===== src/rtl/uart_pkg.sv =====
// ---------------------------------------------------------------------------
// uart_pkg
// Shared definitions for the configurable UART transmitter:
//   - parity_mode_e : encoding of the parity_mode port
//   - tx_state_e    : transmitter FSM state encoding
//   - parity_en()   : does a parity mode append a parity bit
//   - parity_bit()  : value of the parity bit for a data word
// ---------------------------------------------------------------------------
package uart_pkg;

  // Widest data word the parity helper accepts. Narrower words are zero-extended,
  // which leaves their XOR unchanged.
  localparam int unsigned MAX_DATA_W = 9;

  typedef enum logic [1:0] {
    PAR_NONE     = 2'b00,
    PAR_EVEN     = 2'b01,
    PAR_ODD      = 2'b10,
    PAR_NONE_ALT = 2'b11
  } parity_mode_e;

  typedef enum logic [2:0] {
    ST_IDLE   = 3'd0,
    ST_START  = 3'd1,
    ST_DATA   = 3'd2,
    ST_PARITY = 3'd3,
    ST_STOP   = 3'd4
  } tx_state_e;

  // A parity bit is present for even and odd modes only.
  function automatic logic parity_en(input logic [1:0] mode);
    logic en;
    case (parity_mode_e'(mode))
      PAR_EVEN: en = 1'b1;
      PAR_ODD:  en = 1'b1;
      default:  en = 1'b0;
    endcase
    return en;
  endfunction

  // Even mode sends the XOR of the data bits, odd mode sends its inverse.
  function automatic logic parity_bit(input logic [MAX_DATA_W-1:0] data,
                                      input logic [1:0]            mode);
    logic x;
    logic p;
    x = ^data;
    case (parity_mode_e'(mode))
      PAR_EVEN: p = x;
      PAR_ODD:  p = ~x;
      default:  p = 1'b0;
    endcase
    return p;
  endfunction

endpackage


===== src/rtl/uart_tx_fifo.sv =====
// ---------------------------------------------------------------------------
// uart_tx_fifo
// Synchronous FIFO holding words waiting to be serialised.
// Ports:
//   clk      : clock, rising edge
//   rst      : synchronous active-high reset, empties the FIFO
//   push_i   : write request, ignored while full (even if a pop happens on
//              the same edge)
//   data_i   : word to write
//   pop_i    : read request, ignored while empty
//   data_o   : word at the head of the FIFO (valid when empty_o is low)
//   full_o   : FIFO holds FIFO_DEPTH words
//   empty_o  : FIFO holds no words
//   count_o  : current occupancy, 0..FIFO_DEPTH
// ---------------------------------------------------------------------------
module uart_tx_fifo #(
  parameter int unsigned DATA_W     = 8,
  parameter int unsigned FIFO_DEPTH = 4
) (
  input  logic                          clk,
  input  logic                          rst,
  input  logic                          push_i,
  input  logic [DATA_W-1:0]             data_i,
  input  logic                          pop_i,
  output logic [DATA_W-1:0]             data_o,
  output logic                          full_o,
  output logic                          empty_o,
  output logic [$clog2(FIFO_DEPTH):0]   count_o
);

  localparam int unsigned AW = $clog2(FIFO_DEPTH);
  localparam int unsigned CW = AW + 1;

  logic [DATA_W-1:0] mem_q [FIFO_DEPTH];
  logic [AW-1:0]     wr_ptr_q, wr_ptr_d;
  logic [AW-1:0]     rd_ptr_q, rd_ptr_d;
  logic [CW-1:0]     count_q, count_d;
  logic              push_ok_s;
  logic              pop_ok_s;

  assign full_o    = (count_q == CW'(FIFO_DEPTH));
  assign empty_o   = (count_q == {CW{1'b0}});
  assign count_o   = count_q;
  assign data_o    = mem_q[rd_ptr_q];

  // No bypass: a full FIFO refuses the push regardless of a simultaneous pop.
  assign push_ok_s = push_i && !full_o;
  assign pop_ok_s  = pop_i && !empty_o;

  // Next-state for pointers and occupancy; depth is a power of two so the
  // pointers wrap naturally.
  always_comb begin
    wr_ptr_d = wr_ptr_q;
    rd_ptr_d = rd_ptr_q;
    count_d  = count_q;
    if (push_ok_s) begin
      wr_ptr_d = wr_ptr_q + AW'(1'b1);
    end else begin
      wr_ptr_d = wr_ptr_q;
    end
    if (pop_ok_s) begin
      rd_ptr_d = rd_ptr_q + AW'(1'b1);
    end else begin
      rd_ptr_d = rd_ptr_q;
    end
    case ({push_ok_s, pop_ok_s})
      2'b10:   count_d = count_q + CW'(1'b1);
      2'b01:   count_d = count_q - CW'(1'b1);
      default: count_d = count_q;
    endcase
  end

  // Pointer and occupancy registers.
  always_ff @(posedge clk) begin
    if (rst) begin
      wr_ptr_q <= {AW{1'b0}};
      rd_ptr_q <= {AW{1'b0}};
      count_q  <= {CW{1'b0}};
    end else begin
      wr_ptr_q <= wr_ptr_d;
      rd_ptr_q <= rd_ptr_d;
      count_q  <= count_d;
    end
  end

  // Storage array; cleared on reset so no stale word can ever be observed.
  always_ff @(posedge clk) begin
    if (rst) begin
      for (int i = 0; i < int'(FIFO_DEPTH); i++) begin
        mem_q[i] <= {DATA_W{1'b0}};
      end
    end else if (push_ok_s) begin
      mem_q[wr_ptr_q] <= data_i;
    end
  end

endmodule


===== src/rtl/uart_tx_cfg.sv =====
// ---------------------------------------------------------------------------
// uart_tx_cfg
// Configurable UART transmitter with a small input FIFO. Frames are
// start bit (0), DATA_W data bits LSB first, optional parity bit, then one or
// two stop bits (1). Parity mode and stop-bit count are sampled when a word is
// taken from the FIFO, so they are stable for the whole frame.
// Ports:
//   clk         : clock, rising edge
//   rst         : synchronous active-high reset; aborts any frame and flushes
//                 the FIFO
//   TX_valid    : write request into the FIFO
//   TX_ready    : FIFO not full; a word is taken when TX_valid && TX_ready
//   TX_data_in  : word to transmit
//   parity_mode : 00 none, 01 even, 10 odd, 11 none
//   stop2       : 0 one stop bit, 1 two stop bits
//   TX_data_out : registered serial line, idle high
//   TX_busy     : frame in progress or FIFO non-empty
//   fifo_count  : FIFO occupancy
// ---------------------------------------------------------------------------
module uart_tx_cfg #(
  parameter int unsigned DATA_W       = 8,
  parameter int unsigned CLKS_PER_BIT = 16,
  parameter int unsigned FIFO_DEPTH   = 4
) (
  input  logic                        clk,
  input  logic                        rst,
  input  logic                        TX_valid,
  output logic                        TX_ready,
  input  logic [DATA_W-1:0]           TX_data_in,
  input  logic [1:0]                  parity_mode,
  input  logic                        stop2,
  output logic                        TX_data_out,
  output logic                        TX_busy,
  output logic [$clog2(FIFO_DEPTH):0] fifo_count
);

  import uart_pkg::*;

  localparam int unsigned CNT_W = $clog2(CLKS_PER_BIT);
  localparam int unsigned IDX_W = $clog2(DATA_W);
  localparam int unsigned CW    = $clog2(FIFO_DEPTH) + 1;

  // FIFO interface
  logic              fifo_pop_s;
  logic [DATA_W-1:0] fifo_head_s;
  logic              fifo_full_s;
  logic              fifo_empty_s;
  logic [CW-1:0]     fifo_count_s;

  // Transmitter state
  tx_state_e         state_q, state_d;
  logic [CNT_W-1:0]  cnt_q, cnt_d;      // cycles within the current bit
  logic [IDX_W-1:0]  idx_q, idx_d;      // data bit index, reused as stop bit index
  logic [DATA_W-1:0] shreg_q, shreg_d;  // data shift register, bit 0 is on the line
  logic [1:0]        mode_q, mode_d;    // latched parity mode
  logic              par_q, par_d;      // latched parity bit
  logic              stop2_q, stop2_d;  // latched stop-bit count
  logic              tx_q, tx_d;        // serial line register
  logic              bit_end_s;

  uart_tx_fifo #(
    .DATA_W     (DATA_W),
    .FIFO_DEPTH (FIFO_DEPTH)
  ) u_fifo (
    .clk     (clk),
    .rst     (rst),
    .push_i  (TX_valid),
    .data_i  (TX_data_in),
    .pop_i   (fifo_pop_s),
    .data_o  (fifo_head_s),
    .full_o  (fifo_full_s),
    .empty_o (fifo_empty_s),
    .count_o (fifo_count_s)
  );

  assign TX_ready    = !fifo_full_s;
  assign TX_busy     = (state_q != ST_IDLE) || !fifo_empty_s;
  assign fifo_count  = fifo_count_s;
  assign TX_data_out = tx_q;
  assign bit_end_s   = (cnt_q == CNT_W'(CLKS_PER_BIT - 1));

  // FSM next-state, bit timing and next line value. The line register is
  // loaded with the value of the bit that begins on the next edge, so the
  // output is never a cycle behind the state.
  always_comb begin
    state_d    = state_q;
    cnt_d      = cnt_q;
    idx_d      = idx_q;
    shreg_d    = shreg_q;
    mode_d     = mode_q;
    par_d      = par_q;
    stop2_d    = stop2_q;
    tx_d       = tx_q;
    fifo_pop_s = 1'b0;

    case (state_q)
      ST_IDLE: begin
        tx_d = 1'b1;
        if (!fifo_empty_s) begin
          fifo_pop_s = 1'b1;
        end else begin
          fifo_pop_s = 1'b0;
        end
      end

      ST_START: begin
        if (bit_end_s) begin
          state_d = ST_DATA;
          cnt_d   = {CNT_W{1'b0}};
          idx_d   = {IDX_W{1'b0}};
          tx_d    = shreg_q[0];
        end else begin
          cnt_d   = cnt_q + CNT_W'(1'b1);
        end
      end

      ST_DATA: begin
        if (bit_end_s) begin
          cnt_d   = {CNT_W{1'b0}};
          shreg_d = shreg_q >> 1'b1;
          if (idx_q == IDX_W'(DATA_W - 1)) begin
            idx_d = {IDX_W{1'b0}};
            if (parity_en(mode_q)) begin
              state_d = ST_PARITY;
              tx_d    = par_q;
            end else begin
              state_d = ST_STOP;
              tx_d    = 1'b1;
            end
          end else begin
            idx_d = idx_q + IDX_W'(1'b1);
            tx_d  = shreg_q[1];
          end
        end else begin
          cnt_d = cnt_q + CNT_W'(1'b1);
        end
      end

      ST_PARITY: begin
        if (bit_end_s) begin
          state_d = ST_STOP;
          cnt_d   = {CNT_W{1'b0}};
          idx_d   = {IDX_W{1'b0}};
          tx_d    = 1'b1;
        end else begin
          cnt_d   = cnt_q + CNT_W'(1'b1);
        end
      end

      ST_STOP: begin
        if (bit_end_s) begin
          if (stop2_q && (idx_q == {IDX_W{1'b0}})) begin
            // First of two stop bits done; run the second one.
            idx_d = IDX_W'(1'b1);
            cnt_d = {CNT_W{1'b0}};
            tx_d  = 1'b1;
          end else if (!fifo_empty_s) begin
            // Chain straight into the next start bit, no idle gap.
            fifo_pop_s = 1'b1;
          end else begin
            state_d = ST_IDLE;
            cnt_d   = {CNT_W{1'b0}};
            idx_d   = {IDX_W{1'b0}};
            tx_d    = 1'b1;
          end
        end else begin
          cnt_d = cnt_q + CNT_W'(1'b1);
        end
      end

      default: begin
        state_d = ST_IDLE;
        cnt_d   = {CNT_W{1'b0}};
        idx_d   = {IDX_W{1'b0}};
        tx_d    = 1'b1;
      end
    endcase

    // Frame launch, shared by IDLE and back-to-back STOP: take the head word
    // and sample the line configuration for the whole frame.
    if (fifo_pop_s) begin
      state_d = ST_START;
      cnt_d   = {CNT_W{1'b0}};
      idx_d   = {IDX_W{1'b0}};
      shreg_d = fifo_head_s;
      mode_d  = parity_mode;
      stop2_d = stop2;
      par_d   = parity_bit(MAX_DATA_W'(fifo_head_s), parity_mode);
      tx_d    = 1'b0;
    end else begin
      // Configuration stays frozen between frame launches.
      mode_d  = mode_q;
      stop2_d = stop2_q;
    end
  end

  // Transmitter registers.
  always_ff @(posedge clk) begin
    if (rst) begin
      state_q <= ST_IDLE;
      cnt_q   <= {CNT_W{1'b0}};
      idx_q   <= {IDX_W{1'b0}};
      shreg_q <= {DATA_W{1'b0}};
      mode_q  <= 2'b00;
      par_q   <= 1'b0;
      stop2_q <= 1'b0;
      tx_q    <= 1'b1;
    end else begin
      state_q <= state_d;
      cnt_q   <= cnt_d;
      idx_q   <= idx_d;
      shreg_q <= shreg_d;
      mode_q  <= mode_d;
      par_q   <= par_d;
      stop2_q <= stop2_d;
      tx_q    <= tx_d;
    end
  end

endmodule


===== config.mk =====
export PLATFORM = sky130hd
export DESIGN_NAME = uart_tx_cfg
export DESIGN_NICKNAME = d
export VERILOG_FILES = /design/src/rtl/uart_pkg.sv /design/src/rtl/uart_tx_fifo.sv /design/src/rtl/uart_tx_cfg.sv
export SDC_FILE = /design/constraint.sdc
export NUM_CORES = 1
export LEC_CHECK = 0
export ABC_AREA = 1
export BUFFER_PORTS_ARGS = -buffer_cell sky130_fd_sc_hd__buf_2
export CAP_MARGIN = 10
export CORE_ASPECT_RATIO = 1.2
export CORE_MARGIN = 2
export CORE_UTILIZATION = 44
export DETAILED_ROUTE_END_ITERATION = 16
export PLACE_DENSITY = 0.61
export SYNTH_ARGS = -nofsm -noshare
export SYNTH_HDL_FRONTEND = slang
export SYNTH_HIERARCHICAL = 1
export SYNTH_SLANG_ARGS = --single-unit

===== constraint.sdc =====
create_clock -name clk -period 3.25 [get_ports clk]
set_input_delay 0.1625 -clock clk [delete_from_list [all_inputs] [get_ports clk]]
set_output_delay 0.1625 -clock clk [all_outputs]
set_load 0.01 [all_outputs]

### After elaboration in Yosys (flattened, before gate mapping)

Memory sizes are Yosys's and may differ from the RTL's. A register that Yosys moved wholly into a read port is not among the register bits.
Index checks and enable logic that the tools add are counted.

* register bits after elaboration: 30
* output and inout port bits: 6
* bits in latches: 0
* input bits: 14
* memories kept: 1
* bits in read-only memories: 0
* memory bits (writable): 32
* logic and storage cells: 132

* $lt $le $gt $ge: 0
* mux-type cells: 54
* reductions and logical operators: 25
* div/mod/pow operators: 0
* eq/ne operators: 32
* bitwise logic cells: 2
* shift-type cells: 0
* $add $sub $neg: 6
* multiply operators: 0

Memories
* u_fifo.mem_q: depth 4, width 8, rd ports 1, clocked after Yosys merged registers in 1, write ports 4, RTL line uart_tx_fifo.sv:34 `logic [DATA_W-1:0] mem_q [FIFO_DEPTH];`

Operators by type and width (number)
* 2-to-1 mux 3 bit: 13
* 2-to-1 mux 8 bit: 4
* 2-to-1 mux 1 bit: 23
* != test 3 x 2 -> 1 bit, second input constant: 7
* 2-to-1 mux 4 bit: 4
* AND reduction 8 bit: 2
* one-hot mux 3 bit (5 select lines): 1
* != test 2 bit, second input constant: 7
* one-hot mux 3 bit (4 select lines): 1
* one-hot mux 4 bit (3 select lines): 1
* AND reduction 5 bit: 2
* equality test 3 bit, second input constant: 3
* logical NOT 3 bit: 3
* XOR reduction 9 bit: 1
* OR reduction 8 bit: 1
* adder 3 x 1 -> 3 bit, second input constant: 2
* equality test 2 x 1 -> 1 bit, second input constant: 3
* equality test 2 bit, second input constant: 3
* equality test 3 x 2 -> 1 bit, second input constant: 2
* 2-to-1 mux 2 bit: 3
* one-hot mux 3 bit (2 select lines): 1
* nonzero test 2 bit: 3
* OR reduction 2 bit: 3
* adder 2 x 1 -> 2 bit, second input constant: 2
* other kinds (17): 24

### Longest topological paths before layout

* depth after elaboration: 11
* depth in mapped cells: 19
* gate-level depth less buffers: 18

### By module

Netlist, hierarchy kept.

Modules (own cells, without submodules)
* uart_tx_fifo: seq. area each 1141.1 um2, area an instance 1841.8 um2, cells each 193, times used 1
* uart_tx_cfg: seq. area each 460.4 um2, area an instance 1579.0 um2, cells each 249, times used 1

### Worst setup path before layout

Ideal clock, no wire load.

* path type: reg2reg
* from: register cnt_q[0]
* to: register u_fifo.count_q[2] (netlist: u_fifo/count_o[2])
* period minus slack after synthesis: 2395 ps
* data arrival time: 2283 ps
* required time: 3137 ps
* cell stages (with the launch flop): 18
* slack: 855 ps
* path through: dfxtp_1 -> ha_1 -> nand3_1 -> nor2_1 -> nand2_4 -> nand2_8 -> buf_12 -> nand2_1 -> inv_1 -> ha_1 -> inv_1 -> fa_1 -> inv_1 -> nand2_1 -> nand3_1 -> nand2_1 -> nand2_1 -> nor2_1

* longest elaborated chain between the ends: 6
* elaborated cells on any way between the ends: 8
* those cells by class: 3 x eq/ne; 3 x mux; 2 x reduce/logical

RTL lines
* start: declaration: RTL line uart_tx_cfg.sv:52 `logic [CNT_W-1:0] cnt_q, cnt_d;`
* start signal: assignment: RTL line uart_tx_cfg.sv:201 `cnt_q <= {CNT_W{1'b0}};`
* start signal: assignment: RTL line uart_tx_cfg.sv:210 `cnt_q <= cnt_d;`
* equality test 4 bit *: RTL line uart_tx_cfg.sv:80 `assign bit_end_s = (cnt_q == CNT_W'(CLKS_PER_BIT - 1));`
* 2-to-1 mux 1 bit *: RTL line uart_tx_cfg.sv:151 `if (bit_end_s) begin`
* one-hot mux 1 bit (2 select lines) *: RTL line uart_tx_cfg.sv:96 `case (state_q)`
* net fifo_pop_s: RTL line uart_tx_cfg.sv:44 `logic fifo_pop_s;`
* logical AND 1 bit *: RTL line uart_tx_fifo.sv:48 `assign pop_ok_s = pop_i && !empty_o;`
* net u_fifo.pop_ok_s: RTL line uart_tx_fifo.sv:39 `logic pop_ok_s;`
* equality test 2 x 1 -> 1 bit or equality test 2 bit (tied branches): RTL line uart_tx_fifo.sv:66 `case ({push_ok_s, pop_ok_s})`
* one-hot mux 3 bit (2 select lines) or nonzero test 2 bit (tied branches)
* end signal: assignment: RTL line uart_tx_fifo.sv:78 `count_q <= {CW{1'b0}};`
* end signal: assignment: RTL line uart_tx_fifo.sv:82 `count_q <= count_d;`
* end: declaration: RTL line uart_tx_fifo.sv:37 `logic [CW-1:0] count_q, count_d;`

The timed path passes the listed nets; every way through them passes the cells marked *.
A chain may end at the register's enable or synchronous reset.

### Worst setup path in the final report

* from: register cnt_q[0]
* to: register u_fifo.count_q[2] (netlist: u_fifo/count_o[2])

* longest elaborated chain between the ends: 6
* elaborated cells on any way between the ends: 8
* those cells by class: 3 x eq/ne; 3 x mux; 2 x reduce/logical

RTL lines (RTL line)
* equality test 4 bit *: uart_tx_cfg.sv:80
* 2-to-1 mux 1 bit *: uart_tx_cfg.sv:151
* one-hot mux 1 bit (2 select lines) *: uart_tx_cfg.sv:96
* logical AND 1 bit *: uart_tx_fifo.sv:48
* net u_fifo.pop_ok_s: uart_tx_fifo.sv:39
* equality test 2 x 1 -> 1 bit or equality test 2 bit (tied branches): uart_tx_fifo.sv:66
* one-hot mux 3 bit (2 select lines) or nonzero test 2 bit (tied branches)

Marked as above.

==> results.yml <==
routing:
  antenna_left: 0
  drt_iter0_markers: 86
  wl_um: 6960
  drc_errors: 0
  viasPerCell: 4.92
  routedWlPerCell_um: 12.3
  via_count: 2794
  drtPass1Iterations: 4
setup_path:
  critPathKind: "reg -> reg"
  critPathMaxStageDelay_ps: 390
  end_kind: "flip-flop"
  path_cells: "ha_1 -> nand3_1 -> nor2_1 -> nand2_4 -> nand2_8 -> nand2_1 -> inv_1 -> ha_1 -> inv_1 -> fa_1 -> inv_1 -> nand2_1 -> nand3_1 -> nand2_1 -> nand2_1 -> nor2_1"
  cp.required_ps: 3500
  critPathLaunchType: "flip-flop"
  arrival_ps: 2850
  crit_path_frequent_cell: "nand2_1"
  path_max_fanout: 18
  cp_slowest_cell: "fa_1"
grt:
  use_met2_pct: 34.1
  grt_pass1_vias: 2647
  grt_pass1_wl_um: 11900
  grt_use_met1_pct: 18.6
  grt_usage_pct: 17.8
  grt_antenna_before_repair: 0
  grt_max_degree: 19
  overflow: 0
  grt-busiest-layer: "met2"
  use_met3_pct: 2.95
timing:
  fin_skew_ps: 10.1
  tightest_slew_ps: 583
  setup_viol: 0
  max-slew-margin-rel_pct: 61.1
  setup_tns_ps: 0
  hold_viol_final: 0
  fmax_ghz: 0.385
  rsz0062_at_grt: "false"
  period_needed_ps: 2600
  slew_violations: 0
  period_share_pct: 80.0
die:
  fp-row-count: 35
  initial_core_util_pct: 44.9
  core_um2: 7620
  die_w_um: 84.5
  die_y_um: 101
  ioPinCount: 20
  dieArea_um2: 8500
worst_hold_path:
  min_path_type: "in -> reg"
power:
  p_int_w: 0.00194
  swShare_pct: 42.4
  p_total_w: 0.00337
  power_frac_comb_pct: 43.1
  clockPowerShare_pct: 22.7
  seqPwrFrac_pct: 34.2
  peakVddDrop_uv: 355
  leakage_nw: 1.74
  p_switching_w: 0.00143
  p_per_area_nw_per_um2: 879
logic_synthesis:
  syn_area_per_cell_um2: 7.74
  netlist.area_leader.share_pct: 28.1
  yosys-top-cells-area: "edfxtp_1 (28%), dfxtp_1 (19%), nand2_1 (10%), nor2_1 (8.2%), inv_1 (7.6%)"
  synth_seq_cells: 64
  yosysMostFrequentCell: "nand2_1"
  yosys.cell_types.count: 38
  syn_inst: 442
  yosysWarningCount: 6
  netlist_area_um2: 3420
  ys_async_sr_fraction_pct: 0
  syn_nets: 462
  synth_flop_cell: "edfxtp_1"
  synth_edf_count: 32
  yosys.area.top_type: "edfxtp_1"
  synthTopCellsByCount: "nand2_1 (94), nor2_1 (75), inv_1 (69)"
  ys_seq_area_share_pct: 46.8
job:
  cap_violations: 0
final_layout:
  nets: 491
  insertedDiodeCount: 0
  drive_above_1_share_pct: 13.4
  area_delta_synth_final_pct: 12.3
clock_network:
  clock-sinks: 64
  cts_buffers: 9
  cts_tree: "built"
  cts_htree_levels: 3
  clockBufferDepth: 2
  clk_latency_ps: 350
  clock-root-buffer: "clkbuf_8"
  cts_setup_buffers: 0
  path_clk_slew_ps: 80
place:
  hpwl_um: 5300
  numPortBuffers: 19
  gp_congestion: 0.780
run_status:
  status: "complete, no violations"
## registers in the layout, summed over array words and instances (netlist names), named ones only
signal and flops:
u_fifo/mem_q 32, shreg_q 8, cnt_q 4, idx_q 3, state_q 3, u_fifo/count_o 3, mode_q 2, u_fifo/rd_ptr_q 2
u_fifo/wr_ptr_q 2, TX_data_out 1, par_q 1, stop2_q 1
## power by group through the flow
stage                     Combinational [W]  Sequential, W  Clock, W
after CTS                           0.00147        0.00115  0.000783
after detailed placement            0.00146        0.00117         0
after global placement              0.00143        0.00116         0
final                               0.00145        0.00115  0.000767
after floorplan                     0.00123        0.00113         0
after global routing                0.00167        0.00118  0.000823
## per-layer routing
metal  routed length [µm]  part of all wire [%]
met1                 2840                    41
met2                 3810                    55
met4                  137                   2.0
met3                  170                   2.4
met5                    0                     0
## area by class of cell
| cell class | count | area, µm² |
|---|---|---|
| clock buffers | 9 | 124 |
| clock inverters | 7 | 96.3 |
| fillers | 757 | 3780 |
| inverters | 73 | 274 |
| multi-input cells | 299 | 1500 |
| flip-flops and latches | 64 | 1600 |
| well taps | 92 | 115 |
| repair buffers | 24 | 135 |
## kinds of logic after synthesis
logic type | Yosys count | synth area share [%]
compound gates | 65 | 10.5
buf+inv | 79 | 9.47
flops | 64 | 46.8
xor+xnor | 3 | 0.768
fa+ha+maj | 6 | 2.41
simple gates | 225 | 30.0
## cells in the final DEF, fill, tap and decap left out, types with 5 or more instances in the layout
master / n
a21oi_1: 16
buf_2: 19
clkbuf_8: 9
dfxtp_1: 32
edfxtp_1: 32
ha_1: 5
inv_1: 69
nand2_1: 94
nand2_2: 5
nand3_1: 19
nand4_1: 6
nor2_1: 75
nor3_1: 9
o21ai_0: 31
o22ai_1: 11
## final timing paths
path	from	endpoint	slack, ps	cells after the start
hold / removal	parity_mode[1]	mode_q[1]	110	3
setup / recovery	cnt_q[0]	u_fifo/count_o[2]	650	16
hold reg to reg	par_q	par_q	460	2
setup reg to reg	cnt_q[0]	u_fifo/count_o[2]	650	16
## per-stage QoR
stage / utilization [%] / cell area [µm²] / std cells / setup slack [ps] / hold WS, ps
final: 50.4 / 3840 / 568 / 649 / 108
after global routing: 50.4 / 3840 / 568 / 390 / 120
after CTS: 50.4 / 3840 / 568 / 640 / 95.7
after detailed placement: 47.4 / 3610 / 551 / 673 / 357
after global placement: 47.4 / 3610 / 551 / 773 / 355
after floorplan: - / 3420 / 442 / 855 / 232
## worst max-delay path: cells and delay by family (launching register included)
kind / cells / cell delay (ps)
adder cells (fa/ha/maj): 3 / 740
buffers and inverters: 3 / 210
AND/OR/NAND/NOR: 10 / 1160
flip-flops: 1 / 380
## what timing repair did
item,in CTS,in global routing
endpoints found under the hold margin,1,0
resized for setup,0,0
hold buffers,1,0
No activity file was read; power rests on OpenSTA's default activity.
